[src/rtl/kf76489_pkg.sv]
// rtl/kf76489_pkg.sv - shared types and constants for the KF76489 CPU write port
package kf76489_pkg;

  typedef enum logic [1:0] {IDLE, STROBE, BUSY} state_t;

  typedef struct packed {
    logic [1:0] channel;
    logic       is_attenuation;
  } reg_select_t;

  typedef struct packed {
    logic [2:0] freq_h;
    logic [2:0] freq_l;
    logic [3:0] atten;
    logic       noise;
  } strobe_t;

  localparam logic [1:0] NOISE_CHANNEL = 2'd3;
  localparam int         LATCH_BIT     = 7;

endpackage

[src/rtl/kf76489_command_decoder.sv]
// rtl/kf76489_command_decoder.sv - maps a CPU byte and the latched register to one strobe and payload
module kf76489_command_decoder
  import kf76489_pkg::*;
(
  input  logic [7:0]  data,
  input  reg_select_t latched,
  output reg_select_t next_latched,
  output strobe_t     strobes,
  output logic [7:0]  payload
);

  reg_select_t sel;
  logic        is_latch;

  always_comb begin
    is_latch     = data[LATCH_BIT];
    next_latched = latched;
    strobes      = '0;
    payload      = 8'h00;
    if (is_latch)
      next_latched = reg_select_t'(data[6:4]);
    // A latch byte targets its own register; a data byte reuses the previous one
    sel = next_latched;
    if (sel.is_attenuation) begin
      strobes.atten[sel.channel] = 1'b1;
      payload = {data[3:0], 4'h0};
    end else if (sel.channel == NOISE_CHANNEL) begin
      strobes.noise = 1'b1;
      payload = {data[2:0], 5'h00};
    end else if (is_latch) begin
      strobes.freq_h[sel.channel] = 1'b1;
      payload = {data[3:0], 4'h0};
    end else begin
      strobes.freq_l[sel.channel] = 1'b1;
      payload = {data[5:0], 2'b00};
    end
  end

endmodule

[src/rtl/kf76489_bus_interface.sv]
// rtl/kf76489_bus_interface.sv - CPU write port: edge-detected accept, one-cycle strobe, READY hold-off
module kf76489_bus_interface
  import kf76489_pkg::*;
#(
  parameter int READY_CYCLES = 32
) (
  input  logic       clock,
  input  logic       reset,
  input  logic       clock_enable,
  input  logic       chip_enable_n,
  input  logic       write_enable_n,
  input  logic [7:0] data_bus,
  output logic       ready,
  output logic [7:0] internal_data_bus,
  output logic [2:0] write_frequency_h,
  output logic [2:0] write_frequency_l,
  output logic [3:0] write_attenuation,
  output logic       write_noise_control
);

  localparam logic [7:0] READY_LOAD = 8'(READY_CYCLES);

  state_t      state;
  logic        prev_active;
  logic [7:0]  counter;
  reg_select_t latched;
  reg_select_t next_latched;
  strobe_t     dec_strobes;
  strobe_t     strobe_q;
  logic [7:0]  payload;
  logic        write_active;
  logic        accept;

  assign write_active = ~chip_enable_n & ~write_enable_n;
  assign accept       = write_active & ~prev_active;

  kf76489_command_decoder u_decoder (
    .data         (data_bus),
    .latched      (latched),
    .next_latched (next_latched),
    .strobes      (dec_strobes),
    .payload      (payload)
  );

  // Strobes are registered on the accept edge so they are high exactly during the STROBE cycle
  always_ff @(posedge clock) begin
    if (reset) begin
      state             <= IDLE;
      ready             <= 1'b1;
      strobe_q          <= '0;
      internal_data_bus <= 8'h00;
      latched           <= '0;
      prev_active       <= 1'b1;
      counter           <= 8'h00;
    end else begin
      prev_active <= write_active;
      strobe_q    <= '0;
      case (state)
        IDLE: begin
          if (accept) begin
            strobe_q          <= dec_strobes;
            internal_data_bus <= payload;
            latched           <= next_latched;
            ready             <= 1'b0;
            state             <= STROBE;
          end
        end
        STROBE: begin
          counter <= READY_LOAD;
          state   <= BUSY;
        end
        BUSY: begin
          if (clock_enable) begin
            counter <= counter - 8'd1;
            if (counter == 8'd1) begin
              ready <= 1'b1;
              state <= IDLE;
            end
          end
        end
        default: begin
          ready <= 1'b1;
          state <= IDLE;
        end
      endcase
    end
  end

  assign write_frequency_h   = strobe_q.freq_h;
  assign write_frequency_l   = strobe_q.freq_l;
  assign write_attenuation   = strobe_q.atten;
  assign write_noise_control = strobe_q.noise;

endmodule

[config.mk]
export PLATFORM = sky130hd
export DESIGN_NAME = kf76489_bus_interface
export DESIGN_NICKNAME = d
export VERILOG_FILES = /design/src/rtl/kf76489_pkg.sv /design/src/rtl/kf76489_command_decoder.sv /design/src/rtl/kf76489_bus_interface.sv
export SDC_FILE = /design/constraint.sdc
export NUM_CORES = 1
export LEC_CHECK = 0
export CAP_MARGIN = 15
export CORE_UTILIZATION = 50
export CTS_CLUSTER_SIZE = 24
export DETAILED_ROUTE_END_ITERATION = 12
export GPL_TIMING_DRIVEN = 0
export PLACE_DENSITY = 0.85
export SYNTH_ARGS = -nofsm -noshare
export SYNTH_HDL_FRONTEND = slang
export SYNTH_HIERARCHICAL = 1
export SYNTH_SLANG_ARGS = --single-unit
[constraint.sdc]
create_clock -name clock -period 3 [get_ports clock]
set_clock_uncertainty 0.1 [all_clocks]
set_input_delay 0.45 -clock clock [delete_from_list [all_inputs] [get_ports clock]]
set_output_delay 0.45 -clock clock [all_outputs]
set_load 0.05 [all_outputs]
[Word level (Yosys, flattened, before mapping)]
Cells that the tools add are included.
Word-level totals
  register bits: 34
  word-level logic and storage cells: 59
Cells by class
  eq/ne operators: 7
  add/sub/neg operators: 1
  mux-type cells: 17
  $lt $le $gt $ge: 2
  reductions and logical operators: 11
  bitwise gates (word level): 10
Operator list (count)
  8-bit 2-to-1 mux: 4
  8-bit one-hot mux with 2 select lines: 1
  6-bit OR reduction: 2
  8-bit by 1-bit == test with 1-bit output, second input constant: 1
  1-bit inverter: 8
  4-bit OR reduction: 2
  8-bit by 1-bit subtractor with 8-bit output, second input constant: 1
  2-bit 2-to-1 mux: 3
  2-bit inequality test, second input constant: 3
  2-bit one-hot mux with 3 select lines: 1
  1-bit 2-to-1 mux: 5
  2-bit == test, second input constant: 2
  2-bit AND reduction: 2
  4-bit AND reduction: 1
  2-bit by 3-bit less-than comparator with 1-bit output, second input constant: 1
  3-bit 2-to-1 mux: 1
  1-bit one-hot mux with 3 select lines: 1
  3-bit AND reduction: 1
  1-bit AND: 2
  1-bit demux with 2-bit select: 1
  2-bit by 1-bit == test with 1-bit output, second input constant: 1
  2-bit by 1-bit >= comparator with 1-bit output, second input constant: 1
  2-bit logical NOT: 1
  2-bit nonzero test: 1
  1-bit logical AND: 1

[Longest topological paths before layout]
  word-level depth: 5
  mapped depth: 7
  gate-level depth less buffers: 6

[Cells and area by module]
Netlist, hierarchy kept.
By module, submodules not included
  kf76489_bus_interface: area an instance 1312.5 um2, times used 1, cells an instance 131
  kf76489_command_decoder: area an instance 361.6 um2, times used 1, cells an instance 53

[Worst setup path after synthesis]
Ideal clock, no wire load.
  path type: input -> register
  start point: input data_bus[7]
  end point: register internal_data_bus[7]
  library setup time: 0.116 ns
  data arrival time: 1.507 ns
  path slack: 1.277 ns
  stages: 6
  cell sequence: buf_6 > nor2_2 > mux2_4 > mux2_4 > mux2i_1 > nor2_1
Between the ends
  longest elaborated chain between the ends: 4
RTL lines
  from (decl): line kf76489_bus_interface.sv:12  | input logic [7:0] data_bus,
  3-bit 2-to-1 mux: line kf76489_command_decoder.sv:20  | if (is_latch)
  2-bit == test: line kf76489_command_decoder.sv:27  | end else if (sel.channel == NOISE_CHANNEL) begin
  8-bit 2-to-1 mux: line kf76489_command_decoder.sv:27
  8-bit 2-to-1 mux *: line kf76489_command_decoder.sv:24  | if (sel.is_attenuation) begin
  named net payload[7]: line kf76489_bus_interface.sv:30  | logic [7:0] payload;
  to (signal assigned): line kf76489_bus_interface.sv:62  | internal_data_bus <= payload;
  to (decl): line kf76489_bus_interface.sv:14  | output logic [7:0] internal_data_bus,
Mark *: on every way through the listed nets, which the timed path passes. The rest lies on a longest branch.
A chain may end at the register's enable or synchronous reset.

[Worst setup path after layout]
  start point: register internal_data_bus[7]
  end point: output internal_data_bus[7]
No word-level cell between the ends.

==> impl_metrics.csv <==
group,metric,value,unit
timing,fin_ws,0.935,ns
setup_path,worstPathMaxFanout,2,
hold_path,min_path_type,"in -> reg",
setup_path,crit_required,2.45,ns
clocking,h-tree-depth,2,
timing,setup_tns,0,ns
setup_path,rrSetupSlack,1.20,ns
setup_path,cp.buffers_inverters,1,
placed_design,post-place-ws,0.773,ns
clocking,postCtsHoldBufs,0,
setup_path,worstSetupPathType,"reg -> out",
synthesis,synthesis.instances,184,
placed_design,place.port_buffers,29,
final_layout,layout-drive-gt1-share,12.6,%
setup_path,crit_chain,"clkdlybuf4s50_1",
synthesis,synth-simple-area-share,23.7,%
synthesis,synth_seq_cells,34,
synthesis,synth_edf_count,0,
placed_design,finalWeightedCongestion,0.854,
die,die_height,59.9,um
timing,grt_setup_unrepaired,"no",
clocking,cts_tree,"done",
routing,dr_total_vias,1382,
placed_design,dp_hpwl,2330,um
global_routing,grtUsageTotal,21.1,%
die,rows,20,
synthesis,ys_seq_area_share,40.7,%
clocking,numClockSinks,34,
final_layout,post-route-cell-area,2130,sq um
global_routing,grt_antenna_before_repair,0,
timing,slew_violations,0,
die,die_w,59.9,um
power,vdd_drop_max,322,uV
synthesis,yosysWarnings,6,
setup_path,r2r_start,"state[1]",
clocking,cts_resized,0,
routing,routed_via_density,5.20,
setup_path,worstSetupEndpointType,"primary output",
placed_design,postPlaceCellArea,2020,sq um
die,core,3100,sq um
flow_run,cap_viol_max_count,0,
routing,ant_nets,0,
synthesis,synth_top_flop_cell,"dfxtp_1",
synthesis,synth_area_per_cell,9.10,sq um
synthesis,synth-compound-area-share,13.1,%
setup_path,start_kind,"flip-flop",
global_routing,grt_max_degree,13,
clocking,clkLatencyLatePin,0.35,ns
clocking,path_clk_slew,0.12,ns
synthesis,synth_fa_ha_area_share,1.49,%
synthesis,synthXorXnorAreaFrac,2.62,%
outcome,status,"completed",
clocking,cts_buffer_depth,2,
die,io_pins,33,
routing,drc,0,
synthesis,synthDistinctLibCells,48,
timing,worst_pin_slew,0.504,ns
routing,finalWirelength,3260,um
die,start_util,54.0,%
final_layout,area_growth,27.2,%
power,power_density,482,nW/um^2
timing,setup_viol,0,
final_layout,fin_nets,236,
hold_path,min_to,"internal_data_bus[7]",
global_routing,overflow,0,
timing,fmax,0.484,GHz
final_layout,diodes,0,
setup_path,slowest_stage,"clkdlybuf4s50_1",
timing,fin_crit_sh,68.8,%
timing,min_period,2.06,ns
die,dieArea,3580,sq um
synthesis,async_flop_share,0,%
clocking,cts_root_buf,"clkbuf_4",
synthesis,synth_top_family_by_area,"simple AND/OR/NAND/NOR gates",
setup_path,rr_endpoint,"internal_data_bus[0]",
routing,drt_iter0_markers,63,
timing,relSlewSlack,66.3,%
setup_path,rr_worst_depth,6,
hold_path,hold_depth,2,
synthesis,synth_area,1670,sq um
global_routing,first_global_vias,1197,
power,leakage,0.849,nW
synthesis,synthMuxAreaShare,10.4,%
setup_path,path_delay_family,"buffers and inverters",
setup_path,max_stage_delay,0.81,ns
routing,first_pass_iters,4,
final_layout,fillers,264,
setup_path,worstPathArrival,1.51,ns
clocking,postCtsSetupRepairBufs,0,
routing,wl_per_cell,12.3,um
timing,hold_viol_final,0,
hold_path,hp-start,"reset",
clocking,cts_buffers,5,
global_routing,grt_first_pass_wirelength,5400,um
metrics by stage:
| stage | instances | hold WS (ns) | total power, mW | utilization [%] |
|---|---|---|---|---|
| 2_1_floorplan | 185 | 0.355 | 0.572 | - |
| 3_3_place_gp | 258 | 0.367 | 0.610 | 65.2 |
| 3_5_place_dp | 258 | 0.381 | 0.612 | 65.2 |
| 4_1_cts | 266 | 0.268 | 1.04 | 68.6 |
| 5_1_grt | 266 | 0.284 | 1.07 | 68.6 |
| 6_report | 266 | 0.285 | 1.03 | 68.6 |
final cells by class:
type | instances | area, sq um | area share (%)
inverter | 10 | 37.5 | 1.76
tap | 44 | 55.1 | 2.59
clock buffer | 5 | 37.5 | 1.76
timing repair buffer | 29 | 290 | 13.6
multi-input combinational | 128 | 866 | 40.7
buffer | 13 | 93.8 | 4.41
clock inverter | 3 | 68.8 | 3.23
sequential | 34 | 681 | 32.0
cells in the mapped netlist, types with 2 or more instances:
library cell | n | area share, %
xor2_1 | 3 | 1.6
nand2_1 | 8 | 1.8
clkbuf_1 | 3 | 0.67
a31oi_1 | 3 | 1.1
o2bb2ai_1 | 2 | 1.0
and3_1 | 14 | 5.2
o21ai_0 | 4 | 1.2
nor2_1 | 28 | 6.3
a311oi_1 | 2 | 1.0
mux2i_1 | 11 | 6.6
nand2b_1 | 4 | 1.5
nor3_1 | 5 | 1.5
o2111ai_1 | 2 | 1.0
inv_1 | 9 | 2.0
a21oi_1 | 7 | 2.1
ha_1 | 2 | 1.5
buf_2 | 4 | 1.2
dfxtp_1 | 34 | 41
buf_6 | 2 | 1.3
nor4b_1 | 3 | 1.6
nor2b_1 | 2 | 0.75
xnor2_1 | 2 | 1.0
buf_4 | 2 | 0.90
o211ai_1 | 2 | 0.90
a22oi_1 | 2 | 0.90
mux2_4 | 2 | 1.8
worst max path at each step:
stage	startpoint	end	cells past startpoint
after global placement	write_enable_n	latched[2]	6
after global routing	internal_data_bus[7]	internal_data_bus[7]	1
after detailed placement	write_enable_n	latched[2]	6
after CTS	internal_data_bus[3]	internal_data_bus[3]	1
after floorplan	data_bus[7]	internal_data_bus[7]	6
final	internal_data_bus[7]	internal_data_bus[7]	1
placed cells by master, fill, tap and decap left out, types with 3 or more instances in the layout:
cell	n
a21oi_1	7
a31oi_1	3
and3_1	14
buf_2	4
clkbuf_1	3
clkbuf_4	5
clkdlybuf4s50_1	29
dfxtp_1	34
inv_1	9
mux2i_1	11
nand2_1	8
nand2b_1	4
nor2_1	28
nor3_1	5
nor4b_1	3
o21ai_0	4
xor2_1	3
sequential cells by signal, summed over array words and instances (netlist names):
signal	cells
write_attenuation	4
counter	8
state	2
prev_active	1
latched	3
write_frequency_l	3
ready	1
internal_data_bus	8
write_noise_control	1
write_frequency_h	3
layer usage:
metal	share of wire, %	vias to the layer above	global-route usage [%]
met4	1.8	0	8.97
li1	-	709	-
met2	45	36	33.2
met1	47	632	25.7
met5	0	-	0
met3	6.0	5	7.79
cell families after synthesis:
family	Yosys count
xor gates and xnor gates	5
and+or+nand+nor	74
adders and majority gates	2
muxes	15
buffers and inverters	23
AOI/OAI and AO/OA	30
other	1
DFF	34
worst register-to-register path, delay by kind of cell (launching register included):
kind | cells | cell delay (ns)
simple gates | 3 | 0.79
mux | 1 | 0.18
flops | 1 | 0.32
buf+inv | 2 | 0.28
where the power goes:
part	internal, mW	switching, mW
clock	0.260	0.164
sequential	0.462	0.00860
combinational	0.0597	0.0720
No activity file was read; power rests on OpenSTA's default activity.
